File: config.mk
export PLATFORM = sky130hd
export DESIGN_NAME = pipe_hazard_unit
export DESIGN_NICKNAME = d
export VERILOG_FILES = /design/src/rtl/pipe_hazard_unit.sv
export SDC_FILE = /design/constraint.sdc
export NUM_CORES = 1
export LEC_CHECK = 0
export CAP_MARGIN = 10
export CORE_UTILIZATION = 54
export CTS_CLUSTER_SIZE = 12
export DETAILED_ROUTE_END_ITERATION = 8
export PLACE_DENSITY = 0.85
export SYNTH_ARGS = -nofsm -noshare
export SYNTH_HDL_FRONTEND = slang
export SYNTH_SLANG_ARGS = --single-unit
File: constraint.sdc
create_clock -name clk -period 5.25 [get_ports clk]
set_clock_uncertainty 0.2 [all_clocks]
set_input_delay 0.7875 -clock clk [delete_from_list [all_inputs] [get_ports clk]]
set_output_delay 0.7875 -clock clk [all_outputs]
set_load 0.03 [all_outputs]
File: src/rtl/pipe_hazard_unit.sv
// -----------------------------------------------------------------------------
// pipe_hazard_unit
//
// Hazard and forwarding controller for the 4-stage IF/ID -> EX -> MEM -> WB
// core. It keeps a shadow copy of the control fields of the instructions in
// EX, MEM and WB. From that copy and the ID instruction it derives:
//   - the load-use interlock,
//   - the multi-cycle EX hold,
//   - the taken-jump flush,
//   - the EX operand forwarding selects.
//
// Optional feature (compile-time macro ZERO_REG_EN):
//   defined   -> register 0 is hardwired to zero. It never matches, so it
//                never causes a stall and is never forwarded.
//   undefined -> register 0 behaves like any other register.
//
// Parameters:
//   RA_W   register address width
//   MC_LAT total EX occupancy of a multi-cycle op, legal range 2..15
//   CNT_W  multi-cycle counter width; 2**CNT_W must exceed MC_LAT
//
// Ports:
//   clk, rst           clock, synchronous active-high reset
//   id_valid           ID holds a real instruction
//   id_src1, id_src2   ID source registers
//   id_dst             ID destination register
//   id_wreg            ID instruction writes a register
//   id_rmem            ID instruction is a load
//   id_multi           ID instruction is a multi-cycle EX op
//   ex_jmp             instruction in EX is a taken jump
//   stall_id           hold PC and the IF/ID register
//   hold_ex            hold the ID/EX register
//   bubble_ex          load a NOP into ID/EX
//   bubble_mem         load a NOP into EX/MEM
//   flush              kill IF/ID and ID/EX contents
//   fwd_a, fwd_b       EX operand selects:
//                        00 regfile, 01 EX/MEM result, 10 MEM/WB result
//   mc_busy            a multi-cycle op is occupying EX
//
// All outputs are combinational from the shadow state and the ID inputs.
// -----------------------------------------------------------------------------
module pipe_hazard_unit #(
  parameter int RA_W   = 4,
  parameter int MC_LAT = 4,
  parameter int CNT_W  = 4
) (
  input  logic            clk,
  input  logic            rst,
  input  logic            id_valid,
  input  logic [RA_W-1:0] id_src1,
  input  logic [RA_W-1:0] id_src2,
  input  logic [RA_W-1:0] id_dst,
  input  logic            id_wreg,
  input  logic            id_rmem,
  input  logic            id_multi,
  input  logic            ex_jmp,
  output logic            stall_id,
  output logic            hold_ex,
  output logic            bubble_ex,
  output logic            bubble_mem,
  output logic            flush,
  output logic [1:0]      fwd_a,
  output logic [1:0]      fwd_b,
  output logic            mc_busy
);

  // EX keeps everything needed for interlock and forwarding decisions.
  typedef struct packed {
    logic            valid;
    logic [RA_W-1:0] dst;
    logic            wreg;
    logic            rmem;
    logic            multi;
    logic [RA_W-1:0] src1;
    logic [RA_W-1:0] src2;
  } ex_entry_t;

  // MEM keeps the load flag only so that an impossible load hit can be flagged.
  typedef struct packed {
    logic            valid;
    logic [RA_W-1:0] dst;
    logic            wreg;
    logic            rmem;
  } mem_entry_t;

  typedef struct packed {
    logic            valid;
    logic [RA_W-1:0] dst;
    logic            wreg;
  } wb_entry_t;

  localparam ex_entry_t        EX_NOP  = '0;
  localparam mem_entry_t       MEM_NOP = '0;
  localparam wb_entry_t        WB_NOP  = '0;

  // The counter is loaded as the op enters EX. The first EX cycle is
  // therefore already busy, and the op leaves in the cycle the count is 0.
  localparam logic [CNT_W-1:0] MC_LOAD  = CNT_W'(MC_LAT - 1);
  localparam logic [CNT_W-1:0] CNT_ZERO = {CNT_W{1'b0}};
  localparam logic [CNT_W-1:0] CNT_ONE  = CNT_W'(1);

  ex_entry_t        ex_r;
  mem_entry_t       mem_r;
  wb_entry_t        wb_r;
  logic [CNT_W-1:0] mc_cnt_r;

  ex_entry_t        ex_nxt_s;
  mem_entry_t       mem_nxt_s;
  wb_entry_t        wb_nxt_s;
  logic [CNT_W-1:0] mc_cnt_nxt_s;

  ex_entry_t        id_entry_s;
  logic             mc_busy_s;
  logic             load_use_s;
  logic             jmp_multi_s;
  logic             mem_load_hit_s;

  // A stage supplies register s when it is a valid register-writing
  // instruction whose destination is s.
  function automatic logic reg_match(
    input logic [RA_W-1:0] s,
    input logic            v,
    input logic            w,
    input logic [RA_W-1:0] d
  );
`ifdef ZERO_REG_EN
    return v & w & (d == s) & (s != {RA_W{1'b0}});
`else
    return v & w & (d == s);
`endif
  endfunction

  // Youngest producer wins: MEM is checked before WB.
  function automatic logic [1:0] fwd_pick(
    input logic [RA_W-1:0] s,
    input mem_entry_t      m,
    input wb_entry_t       b
  );
    logic [1:0] sel;
    if (reg_match(s, m.valid, m.wreg, m.dst)) begin
      sel = 2'b01;
    end else if (reg_match(s, b.valid, b.wreg, b.dst)) begin
      sel = 2'b10;
    end else begin
      sel = 2'b00;
    end
    return sel;
  endfunction

  // Pack the ID fields into the form stored in EX.
  always_comb begin
    id_entry_s       = EX_NOP;
    id_entry_s.valid = id_valid;
    id_entry_s.dst   = id_dst;
    id_entry_s.wreg  = id_wreg;
    id_entry_s.rmem  = id_rmem;
    id_entry_s.multi = id_multi;
    id_entry_s.src1  = id_src1;
    id_entry_s.src2  = id_src2;
  end

  // Hazard detection and control outputs, priority flush > hold > load-use.
  always_comb begin
    mc_busy_s  = (mc_cnt_r != CNT_ZERO);
    load_use_s = id_valid & ex_r.rmem &
                 (reg_match(id_src1, ex_r.valid, ex_r.wreg, ex_r.dst) |
                  reg_match(id_src2, ex_r.valid, ex_r.wreg, ex_r.dst));

    flush      = ex_jmp;
    mc_busy    = mc_busy_s;
    stall_id   = 1'b0;
    hold_ex    = 1'b0;
    bubble_ex  = 1'b0;
    bubble_mem = 1'b0;

    if (ex_jmp) begin
      // The flush already discards ID, so stalling it would be pointless.
      stall_id   = 1'b0;
      bubble_ex  = 1'b0;
    end else if (mc_busy_s) begin
      // A pending load-use is simply re-evaluated once EX is released.
      stall_id   = 1'b1;
      hold_ex    = 1'b1;
      bubble_mem = 1'b1;
    end else if (load_use_s) begin
      stall_id   = 1'b1;
      bubble_ex  = 1'b1;
    end else begin
      stall_id   = 1'b0;
    end
  end

  // Forwarding selects, only meaningful while EX holds a real instruction.
  always_comb begin
    fwd_a = 2'b00;
    fwd_b = 2'b00;
    if (ex_r.valid) begin
      fwd_a = fwd_pick(ex_r.src1, mem_r, wb_r);
      fwd_b = fwd_pick(ex_r.src2, mem_r, wb_r);
    end else begin
      fwd_a = 2'b00;
      fwd_b = 2'b00;
    end
  end

  // Next shadow state: WB always takes MEM; EX/MEM depend on the control.
  always_comb begin
    wb_nxt_s.valid = mem_r.valid;
    wb_nxt_s.dst   = mem_r.dst;
    wb_nxt_s.wreg  = mem_r.wreg;

    mem_nxt_s.valid = ex_r.valid;
    mem_nxt_s.dst   = ex_r.dst;
    mem_nxt_s.wreg  = ex_r.wreg;
    mem_nxt_s.rmem  = ex_r.rmem;

    ex_nxt_s     = id_entry_s;
    mc_cnt_nxt_s = CNT_ZERO;

    if (flush) begin
      // The jump itself moves on to MEM; whatever followed it is killed.
      ex_nxt_s     = EX_NOP;
      mc_cnt_nxt_s = CNT_ZERO;
    end else if (hold_ex) begin
      ex_nxt_s     = ex_r;
      mem_nxt_s    = MEM_NOP;
      mc_cnt_nxt_s = mc_cnt_r - CNT_ONE;
    end else if (bubble_ex) begin
      ex_nxt_s     = EX_NOP;
      mc_cnt_nxt_s = CNT_ZERO;
    end else if (id_valid & id_multi) begin
      ex_nxt_s     = id_entry_s;
      mc_cnt_nxt_s = MC_LOAD;
    end else begin
      ex_nxt_s     = id_entry_s;
      mc_cnt_nxt_s = CNT_ZERO;
    end
  end

  // Shadow pipeline and multi-cycle counter registers.
  always_ff @(posedge clk) begin
    if (rst) begin
      ex_r     <= EX_NOP;
      mem_r    <= MEM_NOP;
      wb_r     <= WB_NOP;
      mc_cnt_r <= CNT_ZERO;
    end else begin
      ex_r     <= ex_nxt_s;
      mem_r    <= mem_nxt_s;
      wb_r     <= wb_nxt_s;
      mc_cnt_r <= mc_cnt_nxt_s;
    end
  end

  // Conditions that the surrounding pipeline must never produce.
  always_comb begin
    jmp_multi_s    = ex_jmp & ex_r.valid & ex_r.multi;
    mem_load_hit_s = ex_r.valid & mem_r.rmem &
                     (reg_match(ex_r.src1, mem_r.valid, mem_r.wreg, mem_r.dst) |
                      reg_match(ex_r.src2, mem_r.valid, mem_r.wreg, mem_r.dst));
  end

  pipe_hazard_unit_chk u_chk (
    .clk          (clk),
    .rst          (rst),
    .jmp_multi    (jmp_multi_s),
    .mem_load_hit (mem_load_hit_s)
  );

endmodule

// -----------------------------------------------------------------------------
// pipe_hazard_unit_chk
//
// Assertion-only companion of pipe_hazard_unit. It flags two illegal
// situations:
//   - a taken jump while EX holds a multi-cycle op,
//   - a load in MEM whose result an EX instruction needs. The load-use
//     interlock is meant to prevent this.
//
// Ports:
//   clk, rst       clock, synchronous active-high reset
//   jmp_multi      ex_jmp asserted with a valid multi-cycle op in EX
//   mem_load_hit   valid EX source matches a load sitting in MEM
// -----------------------------------------------------------------------------
module pipe_hazard_unit_chk (
  input  logic clk,
  input  logic rst,
  input  logic jmp_multi,
  input  logic mem_load_hit
);

  // Sample the illegal conditions on every active edge outside reset.
  always_ff @(posedge clk) begin
    if (!rst) begin
      assert (!jmp_multi);
      assert (!mem_load_hit);
    end
  end

endmodule

==> impl_metrics.env <==
export IMPL_hold_viol=0
export IMPL_numCtsBuffers=5
export IMPL_drv_slew=0
export IMPL_synth_warnings=0
export IMPL_final_min_clock_period_ns=3.853
export IMPL_boundaryPins=29
export IMPL_drc=0
export IMPL_power_leakage_nw=0.6981
export IMPL_fin_nets=205
export IMPL_slew_headroom_pct=66.49
export IMPL_drtAntennaViolNets=0
export IMPL_netlist_area_sq_um=1496
export IMPL_clk_pin_slew_ns=0.09
export IMPL_worstHoldStart="ex_r[9]"
export IMPL_r2r_start="mc_cnt_r[0]"
export IMPL_worstHoldPathCells=2
export IMPL_drt_first_pass_iters=4
export IMPL_antenna_found_initial=0
export IMPL_coreArea_sq_um=2545
export IMPL_drv_cap=0
export IMPL_first_iter_violations=25
export IMPL_rsz0062_at_grt="no"
export IMPL_routed_via_density=5.421
export IMPL_gr_total_overflow=0
export IMPL_synth_cell_types=30
export IMPL_whs_endpoint="ex_r[9]"
export IMPL_seq_area_frac_synth_pct=41.47
export IMPL_r2r_slack_ns=2.95
export IMPL_grt_pass1_vias=1169
export IMPL_outcome="completed"
export IMPL_cts_hold_buffers_added=0
export IMPL_wl_mm=3.048
export IMPL_cts_setup_buffers=0
export IMPL_fill_cells=199
export IMPL_grt_total_usage_pct=24.91
export IMPL_gp_congestion=0.7845
export IMPL_finalSetupTns_ns=0
export IMPL_grt_max_degree=32
export IMPL_hold_path_class="reg2reg"
export IMPL_power_total_uw=536.5
export IMPL_wl_met1_mm=1.263
export IMPL_routed_top_layer="met4"
export IMPL_dieArea_sq_um=2986
export IMPL_area_growth_synth_to_final_pct=22.07
export IMPL_dieHeight_um=54.64
export IMPL_syn_area_per_cell_sq_um=9.353
export IMPL_worst_pin_slew_ns=0.5026
export IMPL_syn_nets=180
export IMPL_cp_max_fo=2
export IMPL_cp_data_arrival_time_ns=2.87
export IMPL_cts_tree="done"
export IMPL_root_buffer="clkbuf_4"
export IMPL_wl_per_cell_um=14.11
export IMPL_stdcell_area_sq_um=1827
export IMPL_worstSetupPathType="in2out"
export IMPL_syn_inst=160
export IMPL_final_cell_mix="31 x dfxtp_1, 28 x clkdlybuf4s50_1, 27 x nand3_1, 14 x xor2_1, 12 x xnor2_1"
export IMPL_cts_resized=0
export IMPL_startpoint_type="input port"
export IMPL_cts_sinks=31
export IMPL_ys_seq_elements=31
export IMPL_worstPathRequired_ns=4.26
export IMPL_port_buffers=28
export IMPL_wl_met3_um=168
export IMPL_clk_path_buf_depth=2
export IMPL_row_count=18
export IMPL_layout_commonest_cell="dfxtp_1"
export IMPL_finalCritPeriodShare_pct=73.40
export IMPL_start_util_pct=58.80
export IMPL_setup_violations=0
export IMPL_placed_area_sq_um=1740
export IMPL_r2r_end="mem_r[3]"
export IMPL_cp_end_kind="primary output"
export IMPL_power_density_nw_per_um2=293.7
export IMPL_clk_latency_ns=0.34
export IMPL_diodes=0
export IMPL_grt_pass1_wl_mm=5.023
export IMPL_die_width_um=54.64
export IMPL_hpwl_mm=2.266
export IMPL_max_freq_ghz=0.2595
export IMPL_route_met2_wl_mm=1.577
export IMPL_ir_drop_mv=0.2607
export IMPL_htreeDepth=2
export IMPL_final_layout_size_suffix_gt1_share_pct=12.90
export IMPL_num_vias=1171
export IMPL_rr_worst_depth=7
## kinds of logic (layout without fill, tap and decap cells)
kind of cell / count (synthesis) / in the layout / share of synthesized area [%]
flip-flops: 31 / 31 / 41.47
buffers and inverters: 15 / 41 / 6.437
AND/OR/NAND/NOR: 68 / 68 / 25.33
XOR/XNOR: 26 / 26 / 15.22
AO/OA/AOI/OAI: 19 / 19 / 10.70
adder cells (fa/ha/maj): 1 / 1 / 0.8360
## synthesized netlist by cell type, drive strengths merged
cell / n / share of area [%]
and2: 8 / 3.4
buf: 7 / 4.4
clkbuf: 4 / 1.0
dfxtp: 31 / 41
ha: 1 / 0.84
inv: 4 / 1.0
nand2: 8 / 2.0
nand3: 27 / 9.0
nand4: 3 / 1.3
nor2: 3 / 0.75
nor2b: 6 / 2.5
nor3: 5 / 1.7
nor3b: 2 / 1.3
nor4: 4 / 2.5
o21a: 1 / 1.0
o21ai: 9 / 5.0
o31ai: 7 / 3.5
o32ai: 2 / 1.2
or2: 2 / 0.84
xnor2: 12 / 7.0
xor2: 14 / 8.2
## cell type report
type	instances	area [sq um]	area share, %
inverter	4	15.01	0.8219
multi-input combinational	114	779.5	42.67
sequential	31	620.6	33.97
clock inverter	2	35.03	1.918
timing repair buffer	29	287.8	15.75
clock buffer	6	51.30	2.808
tap	30	37.54	2.055
## critical path: stages
cell             delay, ns
clkdlybuf4s50_1       0.45
xor2_1                0.18
nor4_2                0.35
o21ai_0               0.23
nor2_1                0.17
clkdlybuf4s50_1       0.70
## power breakdown
group          internal, mW  switching (mW)
Sequential            0.246          0.0106
Combinational        0.0403          0.0447
Clock                 0.112          0.0827
Total                 0.398           0.138
## metrics by stage
stage / hold WS (ns) / utilization, % / worst slack (ns) / cells
2_1_floorplan: 0.2510 / - / 2.430 / 160
3_3_place_gp: 0.2643 / 68.39 / 1.504 / 208
3_5_place_dp: 0.2706 / 68.39 / 1.418 / 208
4_1_cts: 0.2856 / 71.78 / 1.416 / 216
5_1_grt: 0.3109 / 71.78 / 1.307 / 216
6_report: 0.2899 / 71.78 / 1.397 / 216
## flip-flops by register name (all words and copies together), names as in the netlist
| name | cells |
|---|---|
| mem_r | 6 |
| mc_cnt_r | 4 |
| wb_r | 6 |
| ex_r | 15 |
## layer usage
metal	up-vias	GRT usage, %
li1	601	-
met1	524	26.61
met2	40	42.37
met3	6	9.444
met4	0	12.39
met5	-	0
## worst max path at each step
| stage | startpoint | to | slack (ns) | cells past startpoint |
|---|---|---|---|---|
| 2_1_floorplan | id_src1[1] | bubble_ex | 2.43 | 4 |
| 3_3_place_gp | ex_jmp | bubble_mem | 1.50 | 4 |
| 3_5_place_dp | ex_jmp | bubble_mem | 1.42 | 4 |
| 4_1_cts | id_src1[0] | bubble_ex | 1.42 | 6 |
| 5_1_grt | ex_jmp | bubble_mem | 1.31 | 4 |
| 6_report | id_src1[0] | bubble_ex | 1.40 | 6 |
Note: power is estimated with default switching activity, not from simulation.
